## config.mk

```make
export PLATFORM = sky130hd
export DESIGN_NAME = int_issue_queue_flat
export DESIGN_NICKNAME = d
export VERILOG_FILES = /design/src/rtl/int_issue_queue_if.sv /design/src/rtl/int_issue_queue.sv /design/src/flat_wrapper.sv
export SDC_FILE = /design/constraint.sdc
export NUM_CORES = 1
export LEC_CHECK = 0
export CAP_MARGIN = 20
export CORE_MARGIN = 1
export CORE_UTILIZATION = 50
export DETAILED_ROUTE_END_ITERATION = 12
export PLACE_DENSITY = 0.72
export SYNTH_ARGS = -nofsm -noshare
export SYNTH_HDL_FRONTEND = slang
export SYNTH_SLANG_ARGS = --single-unit
```

## constraint.sdc

```tcl
create_clock -name clk -period 3.1 [get_ports clk]
set_clock_uncertainty 0.1 [all_clocks]
set_input_delay 0.465 -clock clk [delete_from_list [all_inputs] [get_ports clk]]
set_output_delay 0.465 -clock clk [all_outputs]
set_load 0.005 [all_outputs]
```

## src/rtl/int_issue_queue_if.sv

```systemverilog
// Dispatch, CDB snoop and issue-port bundle of the integer reservation station.
// The queue takes the slave side; dispatch, the CDB and the integer unit share the master side.
interface int_issue_queue_if #(
    parameter int unsigned DEPTH = 4,
    parameter int unsigned XLEN  = 32,
    parameter int unsigned TAG_W = 6
);
    localparam int unsigned CNT_W = $clog2(DEPTH) + 1;

    logic             flush;
    logic             dispatch_en;
    logic [6:0]       disp_opcode;
    logic [2:0]       disp_funct3;
    logic [6:0]       disp_funct7;
    logic [XLEN-1:0]  disp_rs1_data;
    logic [TAG_W-1:0] disp_rs1_tag;
    logic             disp_rs1_rdy;
    logic [XLEN-1:0]  disp_rs2_data;
    logic [TAG_W-1:0] disp_rs2_tag;
    logic             disp_rs2_rdy;
    logic [TAG_W-1:0] disp_rd_tag;
    logic             cdb_valid;
    logic [TAG_W-1:0] cdb_tag;
    logic [XLEN-1:0]  cdb_data;
    logic             queue_full;
    logic [CNT_W-1:0] entry_count;
    logic             issue_int;
    logic [6:0]       Opcode;
    logic [2:0]       Funct3;
    logic [6:0]       Funct7;
    logic [XLEN-1:0]  RS1;
    logic [XLEN-1:0]  RS2;
    logic [TAG_W-1:0] RD_Tag;

    modport master (
        output flush, dispatch_en, disp_opcode, disp_funct3, disp_funct7,
               disp_rs1_data, disp_rs1_tag, disp_rs1_rdy,
               disp_rs2_data, disp_rs2_tag, disp_rs2_rdy, disp_rd_tag,
               cdb_valid, cdb_tag, cdb_data,
        input  queue_full, entry_count, issue_int, Opcode, Funct3, Funct7,
               RS1, RS2, RD_Tag
    );

    modport slave (
        input  flush, dispatch_en, disp_opcode, disp_funct3, disp_funct7,
               disp_rs1_data, disp_rs1_tag, disp_rs1_rdy,
               disp_rs2_data, disp_rs2_tag, disp_rs2_rdy, disp_rd_tag,
               cdb_valid, cdb_tag, cdb_data,
        output queue_full, entry_count, issue_int, Opcode, Funct3, Funct7,
               RS1, RS2, RD_Tag
    );
endinterface

```

## src/rtl/int_issue_queue.sv

```systemverilog
// Integer reservation station: buffers dispatched ops, wakes sources from the CDB,
// and issues the lowest-index operand-complete entry through registered outputs.
module int_issue_queue #(
    parameter int unsigned DEPTH = 4,
    parameter int unsigned XLEN  = 32,
    parameter int unsigned TAG_W = 6
) (
    input  logic         clk,
    input  logic         rst_n,
    int_issue_queue_if.slave iq
);
    localparam int unsigned IDX_W = (DEPTH > 1) ? $clog2(DEPTH) : 1;
    localparam int unsigned CNT_W = $clog2(DEPTH) + 1;

    typedef struct packed {
        logic             rdy;
        logic [TAG_W-1:0] tag;
        logic [XLEN-1:0]  data;
    } src_t;

    typedef struct packed {
        logic             valid;
        logic [6:0]       opcode;
        logic [2:0]       funct3;
        logic [6:0]       funct7;
        logic [TAG_W-1:0] rd_tag;
        src_t             rs1;
        src_t             rs2;
    } entry_t;

    entry_t           ent_q [DEPTH];
    entry_t           ent_d [DEPTH];
    entry_t           new_ent;
    entry_t           sel_ent;
    logic             sel_vld;
    logic [IDX_W-1:0] sel_idx;
    logic             free_vld;
    logic [IDX_W-1:0] free_idx;
    logic             disp_ok;
    logic [CNT_W-1:0] count_d;
    logic             full_d;

    // A source captures the broadcast when it is still waiting on the matching tag.
    function automatic src_t snoop(input src_t s, input logic cv,
                                   input logic [TAG_W-1:0] ct, input logic [XLEN-1:0] cd);
        src_t r;
        r = s;
        if (cv && !s.rdy && (s.tag == ct)) begin
            r.rdy  = 1'b1;
            r.data = cd;
        end
        return r;
    endfunction

    // Oldest-slot-agnostic selection: lowest eligible index issues, lowest free index allocates.
    always_comb begin
        sel_vld  = 1'b0;
        sel_idx  = '0;
        sel_ent  = '0;
        free_vld = 1'b0;
        free_idx = '0;
        for (int unsigned i = 0; i < DEPTH; i++) begin
            if (!sel_vld && ent_q[i].valid && ent_q[i].rs1.rdy && ent_q[i].rs2.rdy) begin
                sel_vld = 1'b1;
                sel_idx = IDX_W'(i);
                sel_ent = ent_q[i];
            end
            if (!free_vld && !ent_q[i].valid) begin
                free_vld = 1'b1;
                free_idx = IDX_W'(i);
            end
        end
    end

    // Incoming entry, with same-cycle CDB bypass applied to its sources.
    always_comb begin
        new_ent          = '0;
        new_ent.valid    = 1'b1;
        new_ent.opcode   = iq.disp_opcode;
        new_ent.funct3   = iq.disp_funct3;
        new_ent.funct7   = iq.disp_funct7;
        new_ent.rd_tag   = iq.disp_rd_tag;
        new_ent.rs1.rdy  = iq.disp_rs1_rdy;
        new_ent.rs1.tag  = iq.disp_rs1_tag;
        new_ent.rs1.data = iq.disp_rs1_data;
        new_ent.rs2.rdy  = iq.disp_rs2_rdy;
        new_ent.rs2.tag  = iq.disp_rs2_tag;
        new_ent.rs2.data = iq.disp_rs2_data;
        new_ent.rs1      = snoop(new_ent.rs1, iq.cdb_valid, iq.cdb_tag, iq.cdb_data);
        new_ent.rs2      = snoop(new_ent.rs2, iq.cdb_valid, iq.cdb_tag, iq.cdb_data);
    end

    assign disp_ok = iq.dispatch_en && !iq.queue_full && !iq.flush && free_vld;

    // Next entry state: wakeup, issue-clear, allocation; flush overrides everything.
    always_comb begin
        count_d = '0;
        for (int unsigned i = 0; i < DEPTH; i++) begin
            ent_d[i] = ent_q[i];
            if (ent_q[i].valid) begin
                ent_d[i].rs1 = snoop(ent_q[i].rs1, iq.cdb_valid, iq.cdb_tag, iq.cdb_data);
                ent_d[i].rs2 = snoop(ent_q[i].rs2, iq.cdb_valid, iq.cdb_tag, iq.cdb_data);
            end
            if (sel_vld && (sel_idx == IDX_W'(i))) begin
                ent_d[i].valid = 1'b0;
            end
            if (disp_ok && (free_idx == IDX_W'(i))) begin
                ent_d[i] = new_ent;
            end
            if (iq.flush) begin
                ent_d[i].valid = 1'b0;
            end
            count_d = count_d + CNT_W'(ent_d[i].valid);
        end
        full_d = (count_d == CNT_W'(DEPTH));
    end

    always_ff @(posedge clk or negedge rst_n) begin
        if (!rst_n) begin
            for (int unsigned i = 0; i < DEPTH; i++) begin
                ent_q[i] <= '0;
            end
            iq.entry_count <= '0;
            iq.queue_full  <= 1'b0;
        end else begin
            ent_q          <= ent_d;
            iq.entry_count <= count_d;
            iq.queue_full  <= full_d;
        end
    end

    // Issue register: payload holds when nothing is selected.
    always_ff @(posedge clk or negedge rst_n) begin
        if (!rst_n) begin
            iq.issue_int <= 1'b0;
            iq.Opcode    <= '0;
            iq.Funct3    <= '0;
            iq.Funct7    <= '0;
            iq.RS1       <= '0;
            iq.RS2       <= '0;
            iq.RD_Tag    <= '0;
        end else if (iq.flush) begin
            iq.issue_int <= 1'b0;
        end else begin
            iq.issue_int <= sel_vld;
            if (sel_vld) begin
                iq.Opcode <= sel_ent.opcode;
                iq.Funct3 <= sel_ent.funct3;
                iq.Funct7 <= sel_ent.funct7;
                iq.RS1    <= sel_ent.rs1.data;
                iq.RS2    <= sel_ent.rs2.data;
                iq.RD_Tag <= sel_ent.rd_tag;
            end
        end
    end
endmodule

```

## src/flat_wrapper.sv

```systemverilog
// flat-port wrapper written by rule: the top's interface ports become plain ports
module int_issue_queue_flat 
#(
    parameter int unsigned DEPTH = 4,
    parameter int unsigned XLEN  = 32,
    parameter int unsigned TAG_W = 6
)
  (clk, rst_n, iq_flush, iq_dispatch_en, iq_disp_opcode, iq_disp_funct3, iq_disp_funct7, iq_disp_rs1_data, iq_disp_rs1_tag, iq_disp_rs1_rdy, iq_disp_rs2_data, iq_disp_rs2_tag, iq_disp_rs2_rdy, iq_disp_rd_tag, iq_cdb_valid, iq_cdb_tag, iq_cdb_data, iq_queue_full, iq_entry_count, iq_issue_int, iq_Opcode, iq_Funct3, iq_Funct7, iq_RS1, iq_RS2, iq_RD_Tag);
  int_issue_queue_if #(.DEPTH(DEPTH), .XLEN(XLEN), .TAG_W(TAG_W)) iq_i ();
  input  logic clk;
  input  logic rst_n;
  input wire logic [$bits(iq_i.flush)-1:0] iq_flush;
  input wire logic [$bits(iq_i.dispatch_en)-1:0] iq_dispatch_en;
  input wire logic [$bits(iq_i.disp_opcode)-1:0] iq_disp_opcode;
  input wire logic [$bits(iq_i.disp_funct3)-1:0] iq_disp_funct3;
  input wire logic [$bits(iq_i.disp_funct7)-1:0] iq_disp_funct7;
  input wire logic [$bits(iq_i.disp_rs1_data)-1:0] iq_disp_rs1_data;
  input wire logic [$bits(iq_i.disp_rs1_tag)-1:0] iq_disp_rs1_tag;
  input wire logic [$bits(iq_i.disp_rs1_rdy)-1:0] iq_disp_rs1_rdy;
  input wire logic [$bits(iq_i.disp_rs2_data)-1:0] iq_disp_rs2_data;
  input wire logic [$bits(iq_i.disp_rs2_tag)-1:0] iq_disp_rs2_tag;
  input wire logic [$bits(iq_i.disp_rs2_rdy)-1:0] iq_disp_rs2_rdy;
  input wire logic [$bits(iq_i.disp_rd_tag)-1:0] iq_disp_rd_tag;
  input wire logic [$bits(iq_i.cdb_valid)-1:0] iq_cdb_valid;
  input wire logic [$bits(iq_i.cdb_tag)-1:0] iq_cdb_tag;
  input wire logic [$bits(iq_i.cdb_data)-1:0] iq_cdb_data;
  output wire logic [$bits(iq_i.queue_full)-1:0] iq_queue_full;
  output wire logic [$bits(iq_i.entry_count)-1:0] iq_entry_count;
  output wire logic [$bits(iq_i.issue_int)-1:0] iq_issue_int;
  output wire logic [$bits(iq_i.Opcode)-1:0] iq_Opcode;
  output wire logic [$bits(iq_i.Funct3)-1:0] iq_Funct3;
  output wire logic [$bits(iq_i.Funct7)-1:0] iq_Funct7;
  output wire logic [$bits(iq_i.RS1)-1:0] iq_RS1;
  output wire logic [$bits(iq_i.RS2)-1:0] iq_RS2;
  output wire logic [$bits(iq_i.RD_Tag)-1:0] iq_RD_Tag;
  assign iq_i.flush = iq_flush;
  assign iq_i.dispatch_en = iq_dispatch_en;
  assign iq_i.disp_opcode = iq_disp_opcode;
  assign iq_i.disp_funct3 = iq_disp_funct3;
  assign iq_i.disp_funct7 = iq_disp_funct7;
  assign iq_i.disp_rs1_data = iq_disp_rs1_data;
  assign iq_i.disp_rs1_tag = iq_disp_rs1_tag;
  assign iq_i.disp_rs1_rdy = iq_disp_rs1_rdy;
  assign iq_i.disp_rs2_data = iq_disp_rs2_data;
  assign iq_i.disp_rs2_tag = iq_disp_rs2_tag;
  assign iq_i.disp_rs2_rdy = iq_disp_rs2_rdy;
  assign iq_i.disp_rd_tag = iq_disp_rd_tag;
  assign iq_i.cdb_valid = iq_cdb_valid;
  assign iq_i.cdb_tag = iq_cdb_tag;
  assign iq_i.cdb_data = iq_cdb_data;
  assign iq_queue_full = iq_i.queue_full;
  assign iq_entry_count = iq_i.entry_count;
  assign iq_issue_int = iq_i.issue_int;
  assign iq_Opcode = iq_i.Opcode;
  assign iq_Funct3 = iq_i.Funct3;
  assign iq_Funct7 = iq_i.Funct7;
  assign iq_RS1 = iq_i.RS1;
  assign iq_RS2 = iq_i.RS2;
  assign iq_RD_Tag = iq_i.RD_Tag;
  int_issue_queue #(.DEPTH(DEPTH), .XLEN(XLEN), .TAG_W(TAG_W)) u_core (.clk(clk), .rst_n(rst_n), .iq(iq_i));
endmodule
```

# Yosys cells after proc, flatten, opt, wreduce, memory -nomap -nowiden
# Cells that the tools add are included.
# word_totals
register_bits	500
input_bits	144
output_inout_bits	92
word_cells	217
# classes
add_sub_neg	3
n_eq_ne	17
muxes	55
bitwise	1
n_reduce_logical	88
# ops
cell	n
$mux 102	4
$mux 101	4
$mux 32	10
$mux 78	4
$eq 6x6->1	10
$logic_and 1x1->1	45
$mux 1	29
$reduce_bool 2->1	12
$logic_not 1->1	20
$reduce_and 2->1	9
$eq 2x2->1 const B	4
$mux 2	4
$add 3x1->3	2
$eq 2x1->1 const B	2
$logic_not 2->1	2
$eq 3x3->1 const B	1
$add 1x1->2	1
$not 1->1	1

# Depth between registers and ports, before layout
# logic_depth
word_depth	27
ltp_mapped	13
mapped_depth_nobuf	9

# Least setup slack after synthesis
# OpenSTA, ideal clock, no wires.
# synth_path
path_kind	input-to-reg
from	in iq_flush
to	reg u_core.iq.queue_full
setup_ns	0.088
arrival_ns	2.854
required_time_ns	2.912
slack_ns	0.058
path_stages	13
n_path_buf	4
cell_sequence	buf_2 and4bb_1 nand2b_1 clkbuf_1 clkbuf_1 clkbuf_1 a21oi_1 ha_1 inv_1 fa_1 inv_1 ha_1 nor3b_1
# synth_rtl
item	line	rtl
start, declared	flat_wrapper.sv:12	input wire logic [$bits(iq_i.flush)-1:0] iq_flush;
end signal, assigned	int_issue_queue.sv:128	iq.queue_full <= full_d;
end, declared	int_issue_queue_if.sv:49	output queue_full, entry_count, issue_int, Opcode, Funct3, Funct7,

# Worst setup path after layout
# layout_path
from	reg u_core.iq.queue_full
to	reg u_core.ent_q[45] in the netlist's numbering
# layout_between
elab_chain_cells	7
elab_cells_between_ends	9
classes_between	mux: 1; reduce/logical: 8
# layout_lines
item	line	rtl
$logic_not 1->1 (*)	int_issue_queue.sv:93	assign disp_ok = iq.dispatch_en && !iq.queue_full && !iq.flush && free_vld;
$logic_and 1x1->1 (*) (3 in series)	int_issue_queue.sv:93	
$logic_and 1x1->1 (*)	int_issue_queue.sv:107	if (disp_ok && (free_idx == IDX_W'(i))) begin
$reduce_bool 2->1 (no line)	--	
$reduce_and 2->1 (no line)	--	
end signal, assigned	int_issue_queue.sv:126	ent_q <= ent_d;
end, declared	int_issue_queue.sv:31	entry_t ent_q [DEPTH];
# Every way passes the cells marked *; elsewhere a longest branch is shown, timed or not.
# A chain may end at the register's enable or synchronous reset.

==> summary.md <==
| Metric | Value |
|---|---|
| Run status | complete, no violations |
| Count of maximum capacitance violations | 0 |
| Final hold vios | 0 |
| Residual antenna-violating net count after detailed routing | 0 |
| Vias in the first global route | 20300 |
| Syn Inst Count | 2243 |
| DR vias | 19700 |
| Maximum fanout encountered on the critical timing path | 32 |
| Flop pwr share | 46.1% |
| First-pass GRT wire length | 117000 um |
| Arr. time, crit path | 3.06 ns |
| Filler cell count in the final layout | 3654 |
| Post-CTS clock slew at the launch and capture registers of the worst setup and hold paths | 0.06 ns |
| Arithmetic-cell share of the synthesized area counting full adders, half adders and majority gates | 0.194% |
| Number of placement rows | 78 |
| Iteration-0 DRC count of the detailed router | 1981 |
| P&R area growth vs syn | 22.9% |
| Clock tree from TritonCTS | yes |
| Die Footprint | 47300 um2 |
| Most frequent standard cell in the layout excluding fill and tap cells | dfrtp_1 |
| Area fraction in and, or, nand and nor cells after synthesis | 16.1% |
| Wire length reported by the detailed router | 75100 um |
| Final count of negative-setup-slack endpoints | 0 |
| Critical Path End Type | flip-flop |
| Number of DRC violations after detailed routing | 0 |
| Post-Synthesis Net Count | 2390 |
| Area of the placeable core | 45600 um2 |
| Combinational family with the most area after synthesis | compound AO/OA/AOI/OAI gates |
| Weighted congestion at the end of routability-driven global placement | 0.911 |
| Mux cell area share after synthesis | 1.70% |
| Maximum clock insertion buffer count | 3 |
| HPWL after DPL | 45600 um |
| Clk pwr share | 32.9% |
| Worst Tran Pin Value | 1.16 ns |
| Number of top-level pins | 236 |
| Share of layout cells above drive strength 1 | 19.1% |
| Register area share after synthesis | 53.9% |
| Critical Setup Path Class | reg -> reg |
| Count of pins over their slew limit | 0 |
| Area of the multi-input gates | 9880 um2 |
| Total standard cell area after synthesis | 23200 um2 |
| Leading cell types in the layout, fill and taps excluded | 500 x dfrtp_1, 412 x nand2_1, 234 x clkdlybuf4s50_1 |
| Sum of overflow across all layers after global routing | 0 |
| Share of the clock period used by the worst path after layout | 85.2% |
| Flip-flop and latch area | 12500 um2 |
| Net Switching | 5.07 mW |
| Count of instances resized after the clock tree is built | 0 |
| Combinational Power Share | 21.0% |
| Minimum clock period | 2.64 ns |
| CTS H-Tree Depth | 2 |
| Critical Path Start Type | flip-flop |
| Fin worst setup slack | 0.458 ns |
| Chip Height | 217 um |
| CP Data Required Time | 3.52 ns |
| Yosys warning total | 0 |
| Complex-gate fraction of the synthesized area | 21.1% |
| Worst vdd rail ir drop | 0.411 mV |
| Average detailed-routed wire length per instance | 24.7 um |
| Initial antenna violation count | 1 |
| Antenna cell count | 0 |
| Dpl ws | -0.0458 ns |
| Synth Area in XOR/XNOR | 2.26% |
| Net switching share of the total power | 26.8% |
| Int Power | 13.8 mW |
| Most instantiated flip-flop cell in the synthesis netlist | dfrtp_1 |
| Number of buffers inserted by port buffering | 235 |
| Clock latency reported for the late side of the worst-skew pair | 0.59 ns |
| # nets final | 2550 |
| Asr flop ratio synth | 100% |
| Drt via density | 6.49 |
| Initial core utilization | 50.9% |
| Number of distinct library cells after synthesis | 48 |
| Initial DRT Pass Iterations | 6 |
| Highest attainable clock frequency | 378 MHz |
| #FFs+latches synth | 500 |
| Setup repair after global routing missed its margin | false |
| Count of flip-flops with a built-in enable after synthesis | 0 |
| Static Leakage | 12.4 nW |
| Avg Synthesized Cell Area | 10.3 um2 |
| Die W | 217 um |
| Global-route total usage across every layer | 31.9% |
| Setup total negative slack | 0 ns |
| Clock root buffer master | clkbuf_16 |
| Number of CTS-inserted buffers | 53 |
| Hold crit path type | in -> async |
| Power density over the cells | 663 nW/um2 |
| TritonCTS Sinks | 500 |
| Post-layout utilization of the core | 62.6% |
| Slew headroom | 22.2% |
| Largest net degree at the start of global routing | 104 |
[final timing paths]
path                                                start                       endpoint  slack (ns)  depth (start not counted)
hold / removal                                      rst_n  u_core.iq.RS2[15]$_DFFE_PN0P_        0.35                          2
max in group asynchronous                           rst_n  u_core.ent_q[381]$_DFFE_PN0P_        1.55                          3
hold reg to reg             u_core.ent_q[385]$_DFFE_PN0P_  u_core.ent_q[385]$_DFFE_PN0P_        0.37                          2
setup / recovery           u_core.iq.queue_full$_DFF_PN0_   u_core.ent_q[45]$_DFFE_PN0P_        0.46                          6
setup reg to reg           u_core.iq.queue_full$_DFF_PN0_   u_core.ent_q[45]$_DFFE_PN0P_        0.46                          6
min in group clk            u_core.ent_q[385]$_DFFE_PN0P_  u_core.ent_q[385]$_DFFE_PN0P_        0.37                          2
[registers in the layout (all words and copies together), names as in the netlist]
| signal | cells |
|---|---|
| u_core.ent_q | 408 |
| u_core.iq.Funct3 | 3 |
| u_core.iq.Funct7 | 7 |
| u_core.iq.Opcode | 7 |
| u_core.iq.RD_Tag | 6 |
| u_core.iq.RS1 | 32 |
| u_core.iq.RS2 | 32 |
| u_core.iq.entry_count | 3 |
| u_core.iq.issue_int | 1 |
| u_core.iq.queue_full | 1 |
[layer usage]
metal / track usage, % / routed length [um]
met1: 42.9 / 30000
met4: 14.1 / 2730
met2: 50.3 / 35500
met5: 0 / 9
met3: 6.18 / 6870
[power groups by stage]
stage               clock network, mW  registers [mW]  logic, mW
global placement                    0            8.77       3.85
detailed placement                  0            8.82       3.96
CTS                              6.28            8.71       4.00
finish                           6.22            8.73       3.97
floorplan                           0            8.58       1.88
global route                     6.56            8.86       4.33
[what timing repair did]
action                                  in CTS  in global routing
endpoints found under the setup margin       0                  0
endpoints found under the hold margin       65                  0
setup buffers                                0                  0
hold buffers                                 1                  0
[metrics by stage]
step / hold slack (ns) / total power [mW] / instance area [um2] / std cells
2_1_floorplan: 0.0694 / 10.5 / 23200 / 2243
5_1_grt: 0.390 / 19.8 / 28500 / 3043
3_3_place_gp: 0.352 / 12.6 / 26800 / 2947
6_report: 0.350 / 18.9 / 28500 / 3043
4_1_cts: 0.371 / 19.0 / 28500 / 3043
3_5_place_dp: 0.357 / 12.8 / 26800 / 2947
[critical path, cell delays in order (launching register included)]
cell and delay (ns):
dfrtp_1 0.53, and4bb_1 0.27, nand2_1 0.17, nor3b_4 0.09, buf_4 0.16, a21oi_4 0.89, o221a_1 0.34
[synthesized netlist by cell type, drive strengths merged (3+ instances only)]
cell    number  area, um2
a21oi       44        220
a221o       87        871
a31oi       87        544
and3         3       18.8
and3b        3       26.3
buf        103        465
clkbuf     130        488
dfrtp      500      12500
inv         38        143
mux2        35        394
nand2      413       1550
nand2b      38        238
nand3       14       70.1
nand4        7       43.8
nor2       100        378
nor3         7       35.0
nor4         5       46.3
o21ai       96        480
o221a      224       2520
o22ai       32        200
or3        192       1200
xnor2       48        420
xor2        12        105
[layout make-up]
type,instances,area share [%]
multi-input cells,1472,34.6
well taps,600,2.63
repair buffers,338,12.4
flip-flops and latches,500,43.9
inverters,38,0.500
clock buffers,84,5.51
clock inverters,11,0.399
[logic make-up after synthesis]
logic type,after synthesis
adders and majority gates,3
DFF,500
muxes,35
buffers and inverters,271
AOI/OAI and AO/OA,577
xor gates and xnor gates,60
and+or+nand+nor,797
No activity file was read; power rests on OpenSTA's default activity.
